`src/rtl/lib_switchblock_pkg.sv`:
```
// ----------------------------------------------------------------------------
// lib_switchblock_pkg
//
// Purpose:
//   Constants shared by the multi-bit quantizer and the downstream DEM
//   switch-block. Both sides must agree on the level-code width and on the
//   weight of one level, so these values are defined only here.
//
// Contents:
//   INPUT_WIDTH   width of the input sample, the NTF feedback and the error
//   OUTPUT_WIDTH  width of the quantized level code
//   QUANT_SHIFT   log2 of the quantizer step size
//   QUANT_STEP    weight of one output level, in input LSBs
//   QMAX          highest level code; larger results saturate to this value
// ----------------------------------------------------------------------------
package lib_switchblock_pkg;

  localparam int INPUT_WIDTH  = 16;
  localparam int OUTPUT_WIDTH = 3;
  localparam int QUANT_SHIFT  = INPUT_WIDTH - OUTPUT_WIDTH;
  localparam int QUANT_STEP   = 2 ** QUANT_SHIFT;
  localparam int QMAX         = 2 ** OUTPUT_WIDTH - 1;

endpackage : lib_switchblock_pkg

```
`src/rtl/quantizer.sv`:
```
// ----------------------------------------------------------------------------
// quantizer
//
// Purpose:
//   Multi-bit quantizer stage of the delta-sigma / DEM-DAC path. Each cycle
//   it adds the noise-shaping feedback to the input sample, rounds the sum
//   (round half up) to a level code, saturates that code at QMAX and reports
//   the quantization error (sum minus reconstructed level), clamped to the
//   signed INPUT_WIDTH range, for the NTF loop filter. One cycle of latency;
//   both outputs update together on every clock.
//
// Ports:
//   clk_i            in   1             clock, rising edge
//   rst_i            in   1             synchronous, active-high reset
//   x_in_i           in   INPUT_WIDTH   input sample, unsigned
//   ntf_in_i         in   INPUT_WIDTH   NTF feedback, unsigned
//   quantized_out_o  out  OUTPUT_WIDTH  level code, unsigned, registered
//   quant_error_o    out  INPUT_WIDTH   quantization error, signed, registered
// ----------------------------------------------------------------------------
module quantizer
  import lib_switchblock_pkg::*;
(
  input  logic                           clk_i,
  input  logic                           rst_i,
  input  logic [INPUT_WIDTH-1:0]         x_in_i,
  input  logic [INPUT_WIDTH-1:0]         ntf_in_i,
  output logic [OUTPUT_WIDTH-1:0]        quantized_out_o,
  output logic signed [INPUT_WIDTH-1:0]  quant_error_o
);

  // Sum carries one extra bit; the rounding bias needs one more on top.
  localparam int SUM_W  = INPUT_WIDTH + 1;
  localparam int BIAS_W = INPUT_WIDTH + 2;
  // Unsaturated level code: enough bits for (max sum + half step) >> shift.
  localparam int QRAW_W = BIAS_W - QUANT_SHIFT;
  // Error working width: sum and reconstructed level both fit, signed.
  localparam int ERR_W  = INPUT_WIDTH + 3;

  localparam logic signed [ERR_W-1:0] ERR_POS_LIM = ERR_W'(2 ** (INPUT_WIDTH - 1) - 1);
  localparam logic signed [ERR_W-1:0] ERR_NEG_LIM = -ERR_POS_LIM - ERR_W'(1);

  // Round half up: add half a step, then drop the fractional bits.
  function automatic logic [QRAW_W-1:0] round_half_up(input logic [SUM_W-1:0] s);
    logic [BIAS_W-1:0] biased;
    biased = {1'b0, s} + BIAS_W'(QUANT_STEP / 2);
    return biased[BIAS_W-1:QUANT_SHIFT];
  endfunction

  // Saturate the level code at QMAX.
  function automatic logic [OUTPUT_WIDTH-1:0] sat_level(input logic [QRAW_W-1:0] r);
    if (r > QRAW_W'(QMAX)) begin
      return OUTPUT_WIDTH'(QMAX);
    end
    return r[OUTPUT_WIDTH-1:0];
  endfunction

  // Clamp the wide error into the signed INPUT_WIDTH range. Only the positive
  // side is reachable (saturated large sums), the negative clamp is a guard.
  function automatic logic signed [INPUT_WIDTH-1:0] sat_error(input logic signed [ERR_W-1:0] d);
    logic signed [ERR_W-1:0] c;
    if (d > ERR_POS_LIM) begin
      c = ERR_POS_LIM;
    end else if (d < ERR_NEG_LIM) begin
      c = ERR_NEG_LIM;
    end else begin
      c = d;
    end
    return c[INPUT_WIDTH-1:0];
  endfunction

  // ---- stage p0: combinational sum, round, saturate, error ----
  logic [SUM_W-1:0]                sum_p0;
  logic [QRAW_W-1:0]               qraw_p0;
  logic [OUTPUT_WIDTH-1:0]         q_p0;
  logic signed [ERR_W-1:0]         sum_s_p0;
  logic signed [ERR_W-1:0]         level_s_p0;
  logic signed [ERR_W-1:0]         diff_p0;
  logic signed [INPUT_WIDTH-1:0]   err_p0;

  always_comb begin
    sum_p0     = {1'b0, x_in_i} + {1'b0, ntf_in_i};
    qraw_p0    = round_half_up(sum_p0);
    q_p0       = sat_level(qraw_p0);
    sum_s_p0   = signed'(ERR_W'(sum_p0));
    // Reconstructed level q*QUANT_STEP, built by placing q above the step bits.
    level_s_p0 = signed'(ERR_W'({q_p0, {QUANT_SHIFT{1'b0}}}));
    diff_p0    = sum_s_p0 - level_s_p0;
    err_p0     = sat_error(diff_p0);
  end

  // ---- stage p1: output register ----
  logic [OUTPUT_WIDTH-1:0]         q_p1;
  logic signed [INPUT_WIDTH-1:0]   err_p1;

  always_ff @(posedge clk_i) begin
    if (rst_i) begin
      q_p1   <= '0;
      err_p1 <= '0;
    end else begin
      q_p1   <= q_p0;
      err_p1 <= err_p0;
    end
  end

  assign quantized_out_o = q_p1;
  assign quant_error_o   = err_p1;

endmodule : quantizer

```
`config.mk`:
```
export PLATFORM = sky130hd
export DESIGN_NAME = quantizer
export DESIGN_NICKNAME = d
export VERILOG_FILES = /design/src/rtl/lib_switchblock_pkg.sv /design/src/rtl/quantizer.sv
export SDC_FILE = /design/constraint.sdc
export NUM_CORES = 1
export LEC_CHECK = 0
export CAP_MARGIN = 20
export CORE_ASPECT_RATIO = 1.4
export CORE_MARGIN = 5
export CORE_UTILIZATION = 32
export CTS_BUF_LIST = sky130_fd_sc_hd__clkbuf_2
export DETAILED_ROUTE_END_ITERATION = 12
export PLACE_DENSITY = 0.54
export SYNTH_ARGS = -nofsm -noshare
export SYNTH_HDL_FRONTEND = slang
export SYNTH_SLANG_ARGS = --single-unit
```
`constraint.sdc`:
```
create_clock -name clk_i -period 9.9 [get_ports clk_i]
set_input_delay 1.485 -clock clk_i [delete_from_list [all_inputs] [get_ports clk_i]]
set_output_delay 1.485 -clock clk_i [all_outputs]
set_load 0.02 [all_outputs]
```
==> results of run 1 <==
## worst min-delay path by stage
stage / depth (start not counted) / start / endpoint
detailed placement: 2 / rst_i / quantized_out_o[0]$_SDFF_PP0_
floorplan: 1 / rst_i / quantized_out_o[2]$_SDFF_PP0_
global route: 2 / rst_i / quantized_out_o[0]$_SDFF_PP0_
global placement: 2 / rst_i / quantized_out_o[0]$_SDFF_PP0_
finish: 2 / rst_i / quantized_out_o[0]$_SDFF_PP0_
CTS: 2 / rst_i / quantized_out_o[0]$_SDFF_PP0_
## worst max-delay path, stage by stage
cell             delay, ns
clkdlybuf4s50_1       0.46
ha_1                  0.20
inv_1                 0.06
fa_1                  0.39
nand2b_1              0.19
a21oi_1               0.23
nor2_2                0.12
o211ai_2              0.29
xnor2_2               0.21
ha_1                  0.33
nand3_1               0.22
mux2i_1               0.19
nor2_1                0.25
inv_1                 0.10
fa_1                  0.55
and2_1                0.21
a31oi_1               0.25
nand2_2               0.24
a311oi_1              0.29
## layer usage
metal / track usage [%] / vias up / share of wire, %
met5: 0 / - / 0
met4: 2.42 / 0 / 0.51
met3: 1.39 / 4 / 4.1
met2: 24.2 / 38 / 55
met1: 14.4 / 791 / 40
li1: - / 912 / -
## layout make-up
type                            count  area share, %
Clock inverter                      1          0.205
Inverter                           15           2.30
Timing Repair Buffer               52           21.3
Multi-Input combinational cell    176           56.4
Sequential cell                    19           15.6
Clock buffer                        3          0.614
Tap cell                           70           3.58
## cell families (layout without fill, tap and decap cells)
kind of cell | Yosys count | count (layout) | synth area share (%)
adder cells (fa/ha/maj) | 20 | 20 | 13.8
AND/OR/NAND/NOR | 59 | 59 | 16.9
flip-flops | 19 | 19 | 19.8
multiplexers | 2 | 2 | 1.04
buffers and inverters | 25 | 71 | 8.64
XOR/XNOR | 16 | 16 | 9.42
AO/OA/AOI/OAI | 79 | 79 | 30.5
## power groups by stage
| stage | Clock (mW) | Sequential (mW) | Combinational [mW] |
|---|---|---|---|
| global route | 0.0382 | 0.119 | 0.348 |
| detailed placement | 0 | 0.119 | 0.318 |
| floorplan | 0 | 0.157 | 0.177 |
| finish | 0.0344 | 0.116 | 0.317 |
| global placement | 0 | 0.120 | 0.318 |
| CTS | 0.0352 | 0.117 | 0.319 |
## state kept, by name (all words and copies together) (netlist names)
name,flops
quantized_out_o,3
quant_error_o,16
## metrics by stage
stage	util [%]	hold slack, ns	power, mW	area (um^2)
after global placement	41.3	2.23	0.438	2420
after floorplan	-	1.55	0.334	1930
after CTS	41.7	1.87	0.471	2440
after global routing	41.7	1.88	0.505	2440
after detailed placement	41.3	2.22	0.437	2420
final	41.7	1.87	0.468	2440
## cells in the mapped netlist (all sizes together) (2+ instances only)
cell type	count
a21oi	20
dfxtp	19
ha	18
inv	15
nor2	14
nand2	13
o21ai	13
o22ai	11
xnor2	9
buf	7
nand3	7
xor2	7
nor3	6
o211ai	6
a311oi	4
a31oi	4
a211oi	3
a21o	3
and2	3
clkbuf	3
nand2b	3
nor2b	3
nor3b	3
a22oi	2
and3	2
fa	2
mux2i	2
o2111ai	2
==> flow_summary.yaml, run 1 <==
floorplanning:
  die_y_um: 102
  coreArea_um2: 5860
  die_x_um: 75.6
  rows: 33
  io_pins: 53
  die-area_um2: 7690
  initial_core_util_pct: 32.8
sta:
  post-route-min-period_ns: 6.02
  finalSetupViolCount: 0
  worst_slack_ns: 3.88
  finalHoldViolCount: 0
  rsz0062_at_grt: "no"
  slew_headroom_pct: 43.2
  slew_violations: 0
  worst-slew-pin-transition_ns: 0.851
  post-route-period-util_pct: 60.8
  tns_ns: 0
  fmax_mhz: 166
synth:
  syn_area_per_cell_um2: 8.75
  seq_area_frac_synth_pct: 19.8
  synth_top_flop_cell: "dfxtp_1"
  mappedNetlistNets: 274
  synth_edf_count: 0
  ys_top_cells_by_area: "dfxtp_1, ha_1, a21oi_1"
  synth_top_area_share_pct: 19.8
  yosysTopAreaCell: "dfxtp_1"
  syn-instance-count: 220
  syn_area_um2: 1930
  synth-seq-cells: 19
  async_reset_ff_share_pct: 0
  synth_warnings: 0
  synth_cell_types: 62
critical_path:
  required_ns: 10.14
  cp_max_fo: 14
  critPathLaunch: "x_in_i[0]"
  startpoint_type: "primary input"
  critPathKind: "in2reg"
  arrival_ns: 6.26
  crit_end: "quant_error_o[14]$_SDFF_PP0_"
  end_kind: "flip-flop"
grt:
  track_usage_pct: 12.5
  grt_pass1_vias: 1733
  overflow: 0
  grt_start_max_net_pins: 15
  grt_pass1_wl_um: 7720
  antenna_found_initial: 0
power_and_ir_drop:
  internal_power_mw: 0.259
  switching_share_pct: 44.7
  p_sw_mw: 0.209
  p_per_area_nw_per_um2: 191
  ir_worst_vdd_mv: 0.0613
  p_seq_share_pct: 24.8
  p_leak_nw: 0.970
  pwr-share-comb_pct: 67.8
  pwr-share-clk_pct: 7.4
drt:
  drt-initial-drc-count: 175
  via_per_inst: 5.19
  final_antenna_net_count: 0
  num_vias: 1745
  wirelength_um: 4700
  wl_per_cell_um: 14.0
  drcViolationCount: 0
  drt_pass1_iterations: 4
clock_network:
  cts_setup_buffers: 0
  cts_buffers: 3
  cts_resized: 0
  cts_root_buffer: "clkbuf_2"
  cts_tree: "done"
  clkSinkCount: 19
  hold_buffers: 0
  cts_buffer_depth: 2
  htree_levels: 1
  clkTransAtPathRegs_ns: 0.19
final_layout:
  final_cell_mix: "clkdlybuf4s50_1, dfxtp_1, a21oi_1, ha_1, inv_1"
  num_antenna_cells: 0
  drive_gt1_share_pct: 10.5
  multi_input_area_um2: 1380
  seq_area_um2: 380
  fillers: 619
  final_common_cell: "clkdlybuf4s50_1"
  fin_cells: 336
  syn_to_final_growth_pct: 26.9
  fin_nets: 321
place:
  portBuffers: 52
  dp_hpwl_um: 3970
  dpl_worst_slack_ns: 3.60
  gp_routability_congestion: 0.905
  dp.cells: 332
run:
  cap_viol_max_count: 0
outcome:
  outcome: "finished clean"
worst_hold_path:
  min_path_type: "in2reg"
No activity file was read; power rests on OpenSTA's default activity.
==> run 2, diff against run 1 <==
--- a/config.mk
+++ b/config.mk
@@ -11,7 +11,7 @@
 export CORE_UTILIZATION = 32
 export CTS_BUF_LIST = sky130_fd_sc_hd__clkbuf_2
 export DETAILED_ROUTE_END_ITERATION = 12
-export PLACE_DENSITY = 0.54
+export PLACE_DENSITY = 0.56
 export SYNTH_ARGS = -nofsm -noshare
 export SYNTH_HDL_FRONTEND = slang
 export SYNTH_SLANG_ARGS = --single-unit
==> constraint.sdc (replaced) <==
create_clock -name clk_i -period 5.3 [get_ports clk_i]
set_input_delay 0.795 -clock clk_i [delete_from_list [all_inputs] [get_ports clk_i]]
set_output_delay 0.795 -clock clk_i [all_outputs]
set_load 0.02 [all_outputs]
==> run 2 against run 1 <==
Via count up 5.6%. Die area unchanged. Utilization grew 1.0 points. Total power up 93%. Critical endpoint is now quant_error_o[5]$_SDFF_PP0_.
==> flow_summary.yaml, run 2 (synthesis gave the netlist of run 1 again) <==
drt:
  final_antenna_net_count: 0
  via_per_inst: 5.35
  wirelength_um: 5040
  dr.max_layer_used: "met4"
  drt-initial-drc-count: 107
  wl_met1_um: 1950
  drt_pass1_iterations: 4
  met3_length_um: 255
  drcViolationCount: 0
  wl_per_cell_um: 14.6
  num_vias: 1842
  wl_met2_um: 2670
sta:
  finalHoldViolCount: 0
  finalSetupViolCount: 0
  post-route-period-util_pct: 93.6
  worst-slew-pin-transition_ns: 0.434
  slew_violations: 0
  fmax_mhz: 202
  post-route-min-period_ns: 4.96
  slew_headroom_pct: 70.9
  rsz0062_at_grt: "no"
  tns_ns: 0
clock_network:
  cts_tree: "done"
  cts_buffer_depth: 2
  cts_buffers: 3
  cts_resized: 0
  clkTransAtPathRegs_ns: 0.19
  htree_levels: 1
  cts_root_buffer: "clkbuf_2"
  cts_setup_buffers: 0
  hold_buffers: 0
  clkSinkCount: 19
critical_path:
  worst-path-buf-inv: 4
  critPathSlowestCell: "fa_1"
  cp_num_cells: 20
  cp_top_family: "adder cells"
  cp_max_fo: 9
  startpoint_type: "primary input"
  max_stage_delay_ns: 0.55
  end_kind: "flip-flop"
  required_ns: 5.56
  arrival_ns: 5.22
  critPathKind: "in2reg"
  crit_chain: "clkdlybuf4s50_1 -> ha_1 -> inv_1 -> fa_1 -> nand2b_1 -> a21oi_1 -> nor2_2 -> o211ai_2 -> xnor2_2 -> ha_1 -> nand3_1 -> mux2i_1 -> nor2_1 -> inv_1 -> fa_1 -> and2_1 -> a31oi_1 -> nand2_2 -> buf_4 -> o22ai_1"
grt:
  grt_start_max_net_pins: 11
  overflow: 0
  antenna_found_initial: 0
  grt_pass1_wl_um: 8090
  track_usage_pct: 13.4
  grt_pass1_vias: 1838
final_layout:
  syn_to_final_growth_pct: 30.0
  drive_gt1_share_pct: 13.1
  fin_nets: 329
  final_area_um2: 2500
  final_common_cell: "clkdlybuf4s50_1"
  final_cell_mix: "clkdlybuf4s50_1, dfxtp_1, a21oi_1, ha_1, inv_1"
  fillers: 623
  largest_reg_flops: 16
  num_antenna_cells: 0
place:
  gp_routability_congestion: 0.879
  portBuffers: 52
  dp_hpwl_um: 4200
  placed_cell_area_um2: 2480
power_and_ir_drop:
  power.total_mw: 0.901
  p_leak_nw: 1.01
  p_per_area_nw_per_um2: 360
  ir_worst_vdd_mv: 0.128
worst_hold_path:
  min_path_type: "in2reg"
  min_to: "quantized_out_o[1]$_SDFF_PP0_"
  hp-start: "rst_i"
  holdPathStages: 2
floorplanning:
  io_pins: 53
  rows: 33
  die-area_um2: 7690
  coreArea_um2: 5860
  die_y_um: 102
  die_x_um: 75.6
  initial_core_util_pct: 32.8
run:
  cap_viol_max_count: 0
outcome:
  outcome: "finished clean"
[run 2: cell types whose count changed in the layout (fill, tap and decap cells not counted)]
cell / previous run / this run
buf_4: 0 / 8
clkinv_2: 1 / 0
clkbuf_2: 3 / 4
[run 2: area by class of cell]
type                    count  area [um^2]  share of cell area [%]
flip-flops and latches     19          380                    15.2
well taps                  70         87.6                    3.50
multi-input cells         176         1380                    55.1
repair buffers             60          581                    23.2
inverters                  15         56.3                    2.25
clock buffers               4         20.0                   0.800
[run 2: worst max-delay path by stage]
stage                     startpoint                            to  slack, ns
after floorplan            x_in_i[0]  quant_error_o[10]$_SDFF_PP0_       0.70
after global placement     x_in_i[0]  quant_error_o[10]$_SDFF_PP0_       0.12
after detailed placement   x_in_i[0]   quant_error_o[5]$_SDFF_PP0_      0.005
after CTS                  x_in_i[0]   quant_error_o[5]$_SDFF_PP0_       0.34
after global routing       x_in_i[0]   quant_error_o[6]$_SDFF_PP0_       0.01
final                      x_in_i[0]   quant_error_o[5]$_SDFF_PP0_       0.34
[run 2: metrics by stage]
stage	hold WS (ns)	std cells	setup WS (ns)	util [%]
floorplan	0.864	220	0.702	-
global placement	1.57	340	0.118	42.4
detailed placement	1.52	340	0.00465	42.4
CTS	1.16	344	0.344	42.7
global route	1.18	344	0.0109	42.7
finish	1.16	344	0.338	42.7
[run 2: routing by layer]
metal	track usage (%)	up-vias
met5	0	-
met4	5.52	0
met3	1.99	14
met2	24.9	50
met1	14.6	848
li1	-	930
[run 2: power breakdown]
group / total (mW) / internal (mW) / switching (mW) / leakage, nW
Clock: 0.0671 / 0.0200 / 0.0471 / 0.0166
Sequential: 0.220 / 0.201 / 0.0198 / 0.159
Combinational: 0.613 / 0.279 / 0.334 / 0.832
Total: 0.901 / 0.500 / 0.401 / 1.01
==> run 3, diff against run 2 <==
--- a/config.mk
+++ b/config.mk
@@ -12,6 +12,7 @@
 export CTS_BUF_LIST = sky130_fd_sc_hd__clkbuf_2
 export DETAILED_ROUTE_END_ITERATION = 12
 export PLACE_DENSITY = 0.56
+export SKIP_LAST_GASP = 1
 export SYNTH_ARGS = -nofsm -noshare
 export SYNTH_HDL_FRONTEND = slang
 export SYNTH_SLANG_ARGS = --single-unit
==> results of run 3 <==
Same layout as run 2: the final DEF is identical, and so are final timing and power.
==> variant, RTL diff (settings of run 1) <==
Set the package constant `INPUT_WIDTH` to 18 (it was 16).
--- a/src/rtl/lib_switchblock_pkg.sv
+++ b/src/rtl/lib_switchblock_pkg.sv
@@ -16,5 +16,5 @@
 package lib_switchblock_pkg;
 
-  localparam int INPUT_WIDTH  = 16;
+  localparam int INPUT_WIDTH  = 18;
   localparam int OUTPUT_WIDTH = 3;
   localparam int QUANT_SHIFT  = INPUT_WIDTH - OUTPUT_WIDTH;
Ports: changed (resized ntf_in_i, quant_error_o and x_in_i); port bits go from 53 to 59. The function was not compared with the original's and may differ.
==> variant against run 1 <==
Sequential cell count up 2. Synthesized area shrank 8.8%. Wire length up 1.1%. Combinational power is 10% lower. First-iteration DRC count down 49%. Worst setup slack improved by 74 ps. Via count up 1.7%. Total power decreased by 4.2%. Cell area decreased by 1.7%. Critical endpoint is now quant_error_o[2]. Critical path type unchanged.
==> variant: results (changes against run 1) <==
Counting instances in the post-synthesis netlist gives the leading cell types as a21oi_1 (22), dfxtp_1 (21), ha_1 (20). The met1 demand-to-capacity share in global routing came out at 15.9% (+1.5 points). The final standard cell area without fillers is 0.00240 mm2 (-1.7%). The share of layout cells above drive strength 1 came out at 4.46% (-6.1 points). The switching power as a share of total power came out at 41.8% (-2.9 points).

The first-iteration detailed-routing DRC count is 89 (-49%). The detailed-routed wire length on met2 came out at 2590 um (+0.23%). The sequential share of the synthesized area came out at 23.9% (+4.2 points). The final critical-path share of the clock period came out at 60.0% (-0.75 points). The routed length on met1 came out at 1860 um (-1.7%).

The combinational logic power came to 0.284 mW (-10%). The global routing usage on met2 came out at 26.0% (+1.9 points). The switching power total was 0.187 mW (-10%). The detailed-router iteration count before antenna repair came out at 5 (+1).

The total routing resource utilization after global routing came out at 13.7% (+1.2 points). The library cell used as clock root buffer is clkbuf_2. The worst setup timing slack at the placement stage came out at 3600 ps (+2.81 ps).

The flip-flop count of the largest register after layout is 18 (+2). The synthesized netlist cell count came to 211 (-4.1%). The count of placed standard cells in the final layout, fillers left out came out at 337 (+0.30%).

The transition time of the tightest slew-check pin came out at 665 ps (-186 ps). After synthesis, the cell types taking the most area are dfxtp_1 (24%), ha_1 (14%), a21o_1 (7.7%), a21oi_1 (6.3%), xor2_1 (4.0%). The clock-pin slew of the registers on the worst-case setup and hold paths came out at 210 ps (+20 ps). The cell count after placement came out at 333 (+0.30%).

The data arrival time at the worst-slack endpoint came to 6230 ps (-30 ps). The area share of xor/xnor cells in the synthesized design came out at 7.48% (-1.9 points). The HPWL reported at the end of detailed placement came to 3890 um (-1.9%). The met3 usage in global routing is 0.621% (-0.77 points). The largest net degree at the start of global routing is 17 (+2). The average wire length per cell after detail routing is 14.1 um (+0.85%). The synthesized net count came to 271 (-1.1%). The count of unique library cells instantiated by Yosys came out at 43 (-31%). The post-synthesis adder-cell area fraction came out at 16.5% (+2.7 points). Among all stages on the critical path, the largest delay is contributed by nor2_2. The number of buffers added on ports is 58 (+12%).

The fraction of the mapped netlist area in compound gates was 29.9% (-0.56 points). The number of global-route vias before repair is 1803 (+4.0%). The mux cell area share after synthesis came out at 0% (-1.0 points). The number of filler cells placed in the layout was 590 (-4.7%).

The worst hold slack was 1870 ps (-4.04 ps). The average via count per standard cell was 5.26 (+1.4%). The peak ir drop on the vdd network was 0.0544 mV (-11%).

The final estimated routing congestion in global placement is 0.860 (-5.0%). The number of inserted diodes is 0 (unchanged). The static leakage power is 1.07 nW (+10%). The run finished with clean final reports. The fraction of power consumed by the clock network came out at 8.3% (+0.9 points). The maximum fanout along the worst path came out at 16 (+2). The wire length on met3 was 251 um (+30%).
-- variant: cell type report --
cell class                      count  share of cell area, %
Sequential cell                    21                   17.5
Multi-Input combinational cell    172                   51.7
Timing Repair Buffer               58                   24.2
Inverter                           14                   2.19
Clock inverter                      1                  0.208
Tap cell                           68                   3.54
Clock buffer                        3                  0.625
-- variant: worst min-delay path by stage --
| stage | from | end | cells after the start |
|---|---|---|---|
| after global routing | rst_i | quantized_out_o[0] | 2 |
| after CTS | rst_i | quantized_out_o[0] | 2 |
| final | rst_i | quantized_out_o[0] | 2 |
| after floorplan | rst_i | quantized_out_o[2] | 1 |
| after detailed placement | rst_i | quantized_out_o[0] | 2 |
| after global placement | rst_i | quantized_out_o[0] | 2 |
-- variant: kinds of logic (layout without fill, tap and decap cells) --
group           Yosys count  after routing
fa+ha+maj                22             22
simple gates             58             58
xor+xnor                 15             15
compound gates           77             77
flops                    21             21
buf+inv                  18             76
